File: src/rtl/ex_wb_stage.sv
// ex_wb_stage: execute stage with a 4-op ALU feeding the EX/WB pipeline register.
//
// Optional feature macro: EX_WB_FORWARD_EN
//   Defined   -> operands A/B are forwarded from the EX/WB register when the
//                previous instruction writes the register being read.
//   Undefined -> operands come straight from Data1_ID_EX / Data2_ID_EX.
//
// Ports
//   clk                 in   rising-edge clock
//   reset               in   synchronous active-low reset
//   Reg_Write_ID_EX     in   write enable of the instruction in EX
//   ALU_con_ID_EX       in   2-bit op: 00 ADD, 01 SUB, 10 AND, 11 OR
//   ALU_src_ID_EX       in   operand B select: 0 register, 1 immediate
//   Data1_ID_EX         in   operand A register value
//   Data2_ID_EX         in   operand B register value
//   Imm_ID_EX           in   sign-extended immediate
//   Read_Reg1_ID_EX     in   source address of operand A
//   Read_Reg2_ID_EX     in   source address of operand B
//   Write_Reg_ID_EX     in   destination address
//   Reg_Write_EX_WB     out  registered write enable
//   Result_EX_WB        out  registered ALU result
//   Write_Reg_EX_WB     out  registered destination address
//   Zero_EX_WB          out  zero flag of the last writing instruction
//   Carry_EX_WB         out  carry/borrow flag of the last writing instruction
//   Retired_Count       out  saturating count of retired writing instructions
module ex_wb_stage #(
    parameter int unsigned DATA_W = 8,
    parameter int unsigned ADDR_W = 3
) (
    input  logic              clk,
    input  logic              reset,
    input  logic              Reg_Write_ID_EX,
    input  logic [1:0]        ALU_con_ID_EX,
    input  logic              ALU_src_ID_EX,
    input  logic [DATA_W-1:0] Data1_ID_EX,
    input  logic [DATA_W-1:0] Data2_ID_EX,
    input  logic [DATA_W-1:0] Imm_ID_EX,
    input  logic [ADDR_W-1:0] Read_Reg1_ID_EX,
    input  logic [ADDR_W-1:0] Read_Reg2_ID_EX,
    input  logic [ADDR_W-1:0] Write_Reg_ID_EX,
    output logic              Reg_Write_EX_WB,
    output logic [DATA_W-1:0] Result_EX_WB,
    output logic [ADDR_W-1:0] Write_Reg_EX_WB,
    output logic              Zero_EX_WB,
    output logic              Carry_EX_WB,
    output logic [15:0]       Retired_Count
);

    localparam int unsigned WIDE_W  = DATA_W + 1;
    localparam logic [15:0] CNT_MAX = 16'hFFFF;

    logic [DATA_W-1:0] op_a;
    logic [DATA_W-1:0] op_b_reg;
    logic [DATA_W-1:0] op_b;
    logic [WIDE_W-1:0] alu_wide;
    logic [DATA_W-1:0] alu_result;
    logic              alu_carry;
    logic              alu_zero;

`ifndef EX_WB_FORWARD_EN
    // Source addresses only matter when forwarding is built.
    logic unused_read_regs;
    assign unused_read_regs = ^{Read_Reg1_ID_EX, Read_Reg2_ID_EX};
`endif

    // Operand selection, with optional forwarding from the EX/WB register.
    always_comb begin
        op_a     = Data1_ID_EX;
        op_b_reg = Data2_ID_EX;
`ifdef EX_WB_FORWARD_EN
        // Reg_Write_EX_WB is cleared by reset, so nothing forwards right after it.
        if (Reg_Write_EX_WB && (Write_Reg_EX_WB == Read_Reg1_ID_EX)) begin
            op_a = Result_EX_WB;
        end
        if (Reg_Write_EX_WB && (Write_Reg_EX_WB == Read_Reg2_ID_EX)) begin
            op_b_reg = Result_EX_WB;
        end
`endif
        op_b = ALU_src_ID_EX ? Imm_ID_EX : op_b_reg;
    end

    // ALU evaluated one bit wider; the top bit is carry for ADD and borrow for SUB.
    always_comb begin
        alu_wide = '0;
        case (ALU_con_ID_EX)
            2'b00:   alu_wide = {1'b0, op_a} + {1'b0, op_b};
            2'b01:   alu_wide = {1'b0, op_a} - {1'b0, op_b};
            2'b10:   alu_wide = {1'b0, op_a & op_b};
            default: alu_wide = {1'b0, op_a | op_b};
        endcase
        alu_result = alu_wide[DATA_W-1:0];
        alu_carry  = alu_wide[DATA_W];
        alu_zero   = (alu_result == '0);
    end

    // EX/WB pipeline register, flags and retire counter.
    always_ff @(posedge clk) begin
        if (!reset) begin
            Reg_Write_EX_WB <= 1'b0;
            Result_EX_WB    <= '0;
            Write_Reg_EX_WB <= '0;
            Zero_EX_WB      <= 1'b0;
            Carry_EX_WB     <= 1'b0;
            Retired_Count   <= 16'd0;
        end else begin
            Reg_Write_EX_WB <= Reg_Write_ID_EX;
            Result_EX_WB    <= alu_result;
            Write_Reg_EX_WB <= Write_Reg_ID_EX;
            // Flags track only instructions that actually write back.
            if (Reg_Write_ID_EX) begin
                Zero_EX_WB  <= alu_zero;
                Carry_EX_WB <= alu_carry;
                if (Retired_Count != CNT_MAX) begin
                    Retired_Count <= Retired_Count + 16'd1;
                end
            end
        end
    end

endmodule

File: config.mk
export PLATFORM = sky130hd
export DESIGN_NAME = ex_wb_stage
export DESIGN_NICKNAME = d
export VERILOG_FILES = /design/src/rtl/ex_wb_stage.sv
export SDC_FILE = /design/constraint.sdc
export NUM_CORES = 1
export LEC_CHECK = 0
export CAP_MARGIN = 25
export CORE_MARGIN = 2
export CORE_UTILIZATION = 42
export CTS_BUF_LIST = sky130_fd_sc_hd__clkbuf_16
export DETAILED_ROUTE_END_ITERATION = 12
export GPL_TIMING_DRIVEN = 0
export PLACE_DENSITY = 0.77
export SYNTH_ARGS = -nofsm -noshare
export SYNTH_HDL_FRONTEND = slang
export SYNTH_SLANG_ARGS = --single-unit
File: constraint.sdc
create_clock -name clk -period 3.04 [get_ports clk]
set_input_delay 0.608 -clock clk [delete_from_list [all_inputs] [get_ports clk]]
set_output_delay 0.608 -clock clk [all_outputs]
set_load 0.005 [all_outputs]
Word level (Yosys, flattened, before mapping)

Index checks and enable logic that the tools add are counted.

Equality and inequality tests: 3
Div/mod/pow operators: 0
$lt $le $gt $ge: 0
Shift operators: 0
Mux-type cells: 2
Add/sub/neg operators: 3
Reduce and logical (&&, ||, !) cells: 3
Multipliers: 0
Bitwise logic cells: 2

Operators with widths:

| cell                                                 | number |
|---|---|
| case mux 9 bit (3 select lines)                      | 1 |
| adder 16 x 1 -> 16 bit (second input constant)       | 1 |
| != test 16 bit (second input constant)               | 1 |
| adder 8 x 8 -> 9 bit                                 | 1 |
| subtractor 8 x 8 -> 9 bit                            | 1 |
| bitwise AND 8 bit                                    | 1 |
| logical NOT 8 bit                                    | 1 |
| 2-to-1 mux 8 bit                                     | 1 |
| OR 8 bit                                             | 1 |
| equality test 2 x 1 -> 1 bit (second input constant) | 1 |
| equality test 2 bit (second input constant)          | 1 |
| logical NOT 2 bit                                    | 1 |
| AND reduction 2 bit                                  | 1 |

Latch bits: 0
Bits in registers: 30
Word-level logic and storage cells: 19
Memories kept: 0
Input bits: 39
Bits in writable memories: 0
Bits in read-only memories: 0

Longest topological paths before layout

Depth after elaboration: 4
Mapped depth: 16

Least setup slack after synthesis

Ideal clock, no wire load.

Kind: input port to flip-flop
From: input port ALU_src_ID_EX
To: register Zero_EX_WB
Setup slack: -82 ps
Library setup time: 75 ps
Stages: 13
Required time: 2,965 ps
Data arrival time: 3,047 ps
Buffers on the path: 1
Cells stage by stage: buf_4 > mux2_2 > inv_1 > ha_1 > nand2_1 > o21ai_0 > fa_1 > nand2b_1 > a21oi_1 > o21a_1 > o211ai_1 > or2_2 > o22ai_1

Cells in the longest elaborated chain, start to end: 4
Elaborated cells on any way between the ends: 7

Ends and longest elaborated chain:

| item                                              | RTL line | source |
|---|---|---|
| from (decl)                                       | 34       | `input logic ALU_src_ID_EX,` |
| 2-to-1 mux 8 bit *                                | 79       | `op_b = ALU_src_ID_EX ? Imm_ID_EX : op_b_reg;` |
| subtractor 8 x 8 -> 9 bit (tied with other cells) | 87       | `2'b01: alu_wide = {1'b0, op_a} - {1'b0, op_b};` |
| case mux 9 bit (3 select lines) *                 | 85       | `case (ALU_con_ID_EX)` |
| logical NOT 8 bit *                               | 93       | `alu_zero = (alu_result == '0);` |
| to (signal assigned)                              | 111      | `Zero_EX_WB <= alu_zero;` |
| to (decl)                                         | 44       | `output logic Zero_EX_WB,` |

Every way passes the cells marked *; elsewhere a longest branch is shown, timed or not.
A chain may end at the register's enable or synchronous reset.

Worst setup path after layout

From: input port Imm_ID_EX[1]
To: register Zero_EX_WB

Cells in the longest elaborated chain, start to end: 4
Elaborated cells on any way between the ends: 7

Ends and longest elaborated chain:

| item                                              | RTL line | source |
|---|---|---|
| from (decl)                                       | 37       | `input logic [DATA_W-1:0] Imm_ID_EX,` |
| 2-to-1 mux 8 bit *                                | 79       |  |
| subtractor 8 x 8 -> 9 bit (tied with other cells) | 87       |  |
| case mux 9 bit (3 select lines) *                 | 85       |  |
| logical NOT 8 bit *                               | 93       |  |

Marks and branches as above.

==> metrics.md <==
| Metric | Value |
|---|---|
| Worst Slack Setup Final | around 0.032 ns |
| Worst slew pin tran | 0.501 ns |
| I/O pins | between 60 and 70 |
| Sink Count | 30 |
| Post-DP HPWL | between 3 and 4 mm |
| CTS Hold Bufs | 0 |
| Combinational share of power | roughly 34% |
| Max FO, Critical Path | 4 |
| DIE AREA | between 5000 and 6000 sq um |
| Starting Density | a little over two fifths |
| Die height | about 74 um |
| Sequential Power Share | 31.9% |
| Switch Pwr | around 0.38 mW |
| Routed vias | a little over 2000 |
| Req. time, crit path | around 3.2 ns |
| EDFF count, synth | 0 |
| Hold Violations, Final | 0 |
| Hold Slack | about 0.47 ns |
| DR iter-0 viols | 99 |
| Power Total | 1.33 mW |
| Clock share of power | about 34% |
| Gr usage total | 19.6% |
| Max Clock Freq | roughly 330 MHz |
| Area of the multi-input gates | 1520 sq um |
| Most common library cell in the layout ignoring fill and taps | clkdlybuf4s50_1 |
| Syn Nets | approximately 300 |
| Post-Route M1 WL | around 2.3 mm |
| Pin count of the biggest net entering global routing | 11 |
| Vias in the first global route | ~1900 |
| H-Tree Depth | 2 |
| Die width | 74.0 um |
| Ys Warns | 0 |
| Synth async-reset ratio | 0% |
| Remaining Overflow, GRT | 0 |
| # diodes | 0 |
| Reg2reg start | Retired_Count[0] |
| Synth Register Bits | 30 |
| Met3 Wirelength | approximately 240 um |
| Number of distinct library cells after synthesis | 44 |
| Netlist Area Pre-Place | a little over 2000 sq um |
| Final net count | slightly below 400 |
| Unrepaired setup endpoints after global routing | yes |
| Cell count after synthesis | around 250 |
| Mean routed wirelength per cell | about 13 um |
| CTS clk-pin slew, worst paths | around 0.05 ns |
| Cts bufs inserted | 5 |
| Post-route clock period utilization | between 90% and 100% |
| Reg2Reg Depth | 7 |
| Crit path launch | Imm_ID_EX[1] |
| Leakage | about 1.3 nW |
| Status | completed |
| PD cells | around 410 nW/um^2 |
| CTS tree | built |
| Critical path arrival | around 3.2 ns |
| Mean Syn Cell Area | 8.14 sq um |
| CP startpoint kind | primary input |
| End of the worst register-to-register path | Retired_Count[4] |
| Clock tree buffer depth | 2 |
| Port Buffer Count | 61 |
| Number of core rows | 25 |
| Period minus WS final | 3.01 ns |
| Worst skew pair latency | about 0.27 ns |
| Top Metal Used | met4 |
| Most common flop cell mapped by yosys | dfxtp_1 |
| Kind of critical path | in -> reg |
| Initial antenna violation count | 0 |
| Commonest cells after routing, fill and taps aside | clkdlybuf4s50_1 (53), dfxtp_1 (30), nand2_1 (25) |
| Max Slew Vio Count | 0 |
| Ratio of cells with drive above 1 in the final layout | about a fifth |
| DR pass1 iterations | 4 |
| Critical path capture point | Zero_EX_WB |
| P_int | between 0.9 and 1 mW |
| First-pass GRT wire length | 8.38 mm |
| Hold Crit Class | reg -> reg |
| Post-synthesis sequential area ratio | 29.2% |
| Finished Core Util | between 60 and 70% |
| Setup TNS | 0 ns |
| Routability congestion estimate from global placement | 0.905 |
| Number of setup violations in the final report | 0 |
| Core ar. | about 4700 sq um |
| Max-cap violations | 0 |
| Met2 WL | ~2.7 mm |
| Fill cells | 385 |
| Post-Route WL | ~5.4 mm |
| Max IR drop VDD | 0.234 mV |
| Clock root buffer | clkbuf_16 |
| Sw frac | between 20% and 30% |
| Register area | 601 sq um |
| Final ANT Viol Nets | 0 |
| Reg2reg setup slack | roughly 0.93 ns |
| Final Skew | about 0.0045 ns |
| Residual DRC count | 0 |
| Area Growth Syn to Fin | 56.0% |
| Crit. End Element | register |
| Pre-CTS setup slack | -0.905 ns |
| Slew HR | about two thirds |
| Avg Vias per Cell | around 5.1 |
-- flip-flops by register name, indices dropped and copies added, names as in the netlist --
name / count
Zero_EX_WB: 1
Write_Reg_EX_WB: 3
Carry_EX_WB: 1
Result_EX_WB: 8
Reg_Write_EX_WB: 1
Retired_Count: 16
-- critical path, cell delays in order --
cell and delay (ns):
dlygate4sd2_1 0.23, mux2_4 0.29, buf_12 0.14, nor3_4 0.23
nor2_1 0.09, xor2_1 0.15, ha_1 0.38, o21ai_2 0.09
a21oi_2 0.15, o21a_1 0.21, buf_4 0.13, o211ai_1 0.10
or2_4 0.24, o22ai_1 0.15
-- cell type report --
type                    instances  area share [%]
plain buffers                   8            1.60
clock buffers                   5            3.89
clock inverters                 3           0.389
inverters                       9            1.29
multi-input cells             206            47.4
flip-flops and latches         30            18.7
well taps                      67            2.61
repair buffers                 78            24.2
-- timing repair --
action / CTS / global route
endpoints found under the setup margin: 7 / 4
pin swaps: 20 / 18
buffers inserted: 9 / 8
gates resized for setup: 40 / 26
hold endpoints to repair: 0 / 0
gates cloned: 0 / 0
-- worst min-delay path by stage --
stage               startpoint          to  slack, ns  depth (start not counted)
finish              Zero_EX_WB  Zero_EX_WB       0.47                          2
global route        Zero_EX_WB  Zero_EX_WB       0.49                          2
CTS                 Zero_EX_WB  Zero_EX_WB       0.48                          2
detailed placement  Zero_EX_WB  Zero_EX_WB       0.47                          2
global placement    Zero_EX_WB  Zero_EX_WB       0.46                          2
floorplan           Zero_EX_WB  Zero_EX_WB       0.46                          2
-- layer usage --
layer  global-route usage, %  vias up
met1                    22.9      933
met3                    4.20        7
met4                    8.28        0
li1                        -     1050
met2                    34.7       63
met5                       0        -
-- logic make-up (layout without fill, tap and decap cells) --
logic type      count (synthesis)  in the layout  synth area share (%)
compound gates                 47             47                  16.4
xor+xnor                       20             20                  8.51
mux                            11             11                  5.59
buf+inv                        17            103                  3.28
flops                          30             30                  29.2
simple gates                  115            115                  28.8
fa+ha+maj                      13             13                  8.26
-- synth_stat cells, types with 3 or more instances --
cell type / count / area share (%)
mux2i_1: 7 / 3.4
inv_1: 9 / 1.6
and2_1: 18 / 5.5
nand2_1: 26 / 4.7
xnor2_1: 9 / 3.8
o21ai_0: 13 / 3.2
nor3_1: 10 / 2.4
a21oi_1: 8 / 1.9
o21a_1: 3 / 1.1
nand2b_1: 7 / 2.1
ha_1: 12 / 7.3
nor2b_1: 8 / 2.4
xor2_1: 11 / 4.7
o211ai_1: 6 / 2.2
mux2_2: 4 / 2.2
nand3_1: 6 / 1.5
dfxtp_1: 30 / 29
clkbuf_1: 7 / 1.3
nor2_1: 24 / 4.4
-- power by group through the flow --
stage	logic (mW)	clock network [mW]	registers (mW)
after global routing	0.490	0.483	0.425
after global placement	0.336	0	0.431
after CTS	0.396	0.462	0.424
final	0.452	0.453	0.423
after floorplan	0.209	0	0.433
after detailed placement	0.344	0	0.431
-- per-stage QoR --
stage | cells | instance area, sq um
finish | 406 | 3210
detailed placement | 381 | 2760
floorplan | 253 | 2070
CTS | 398 | 3060
global placement | 381 | 2760
global route | 406 | 3210
Power figures use the tool's default switching activity.
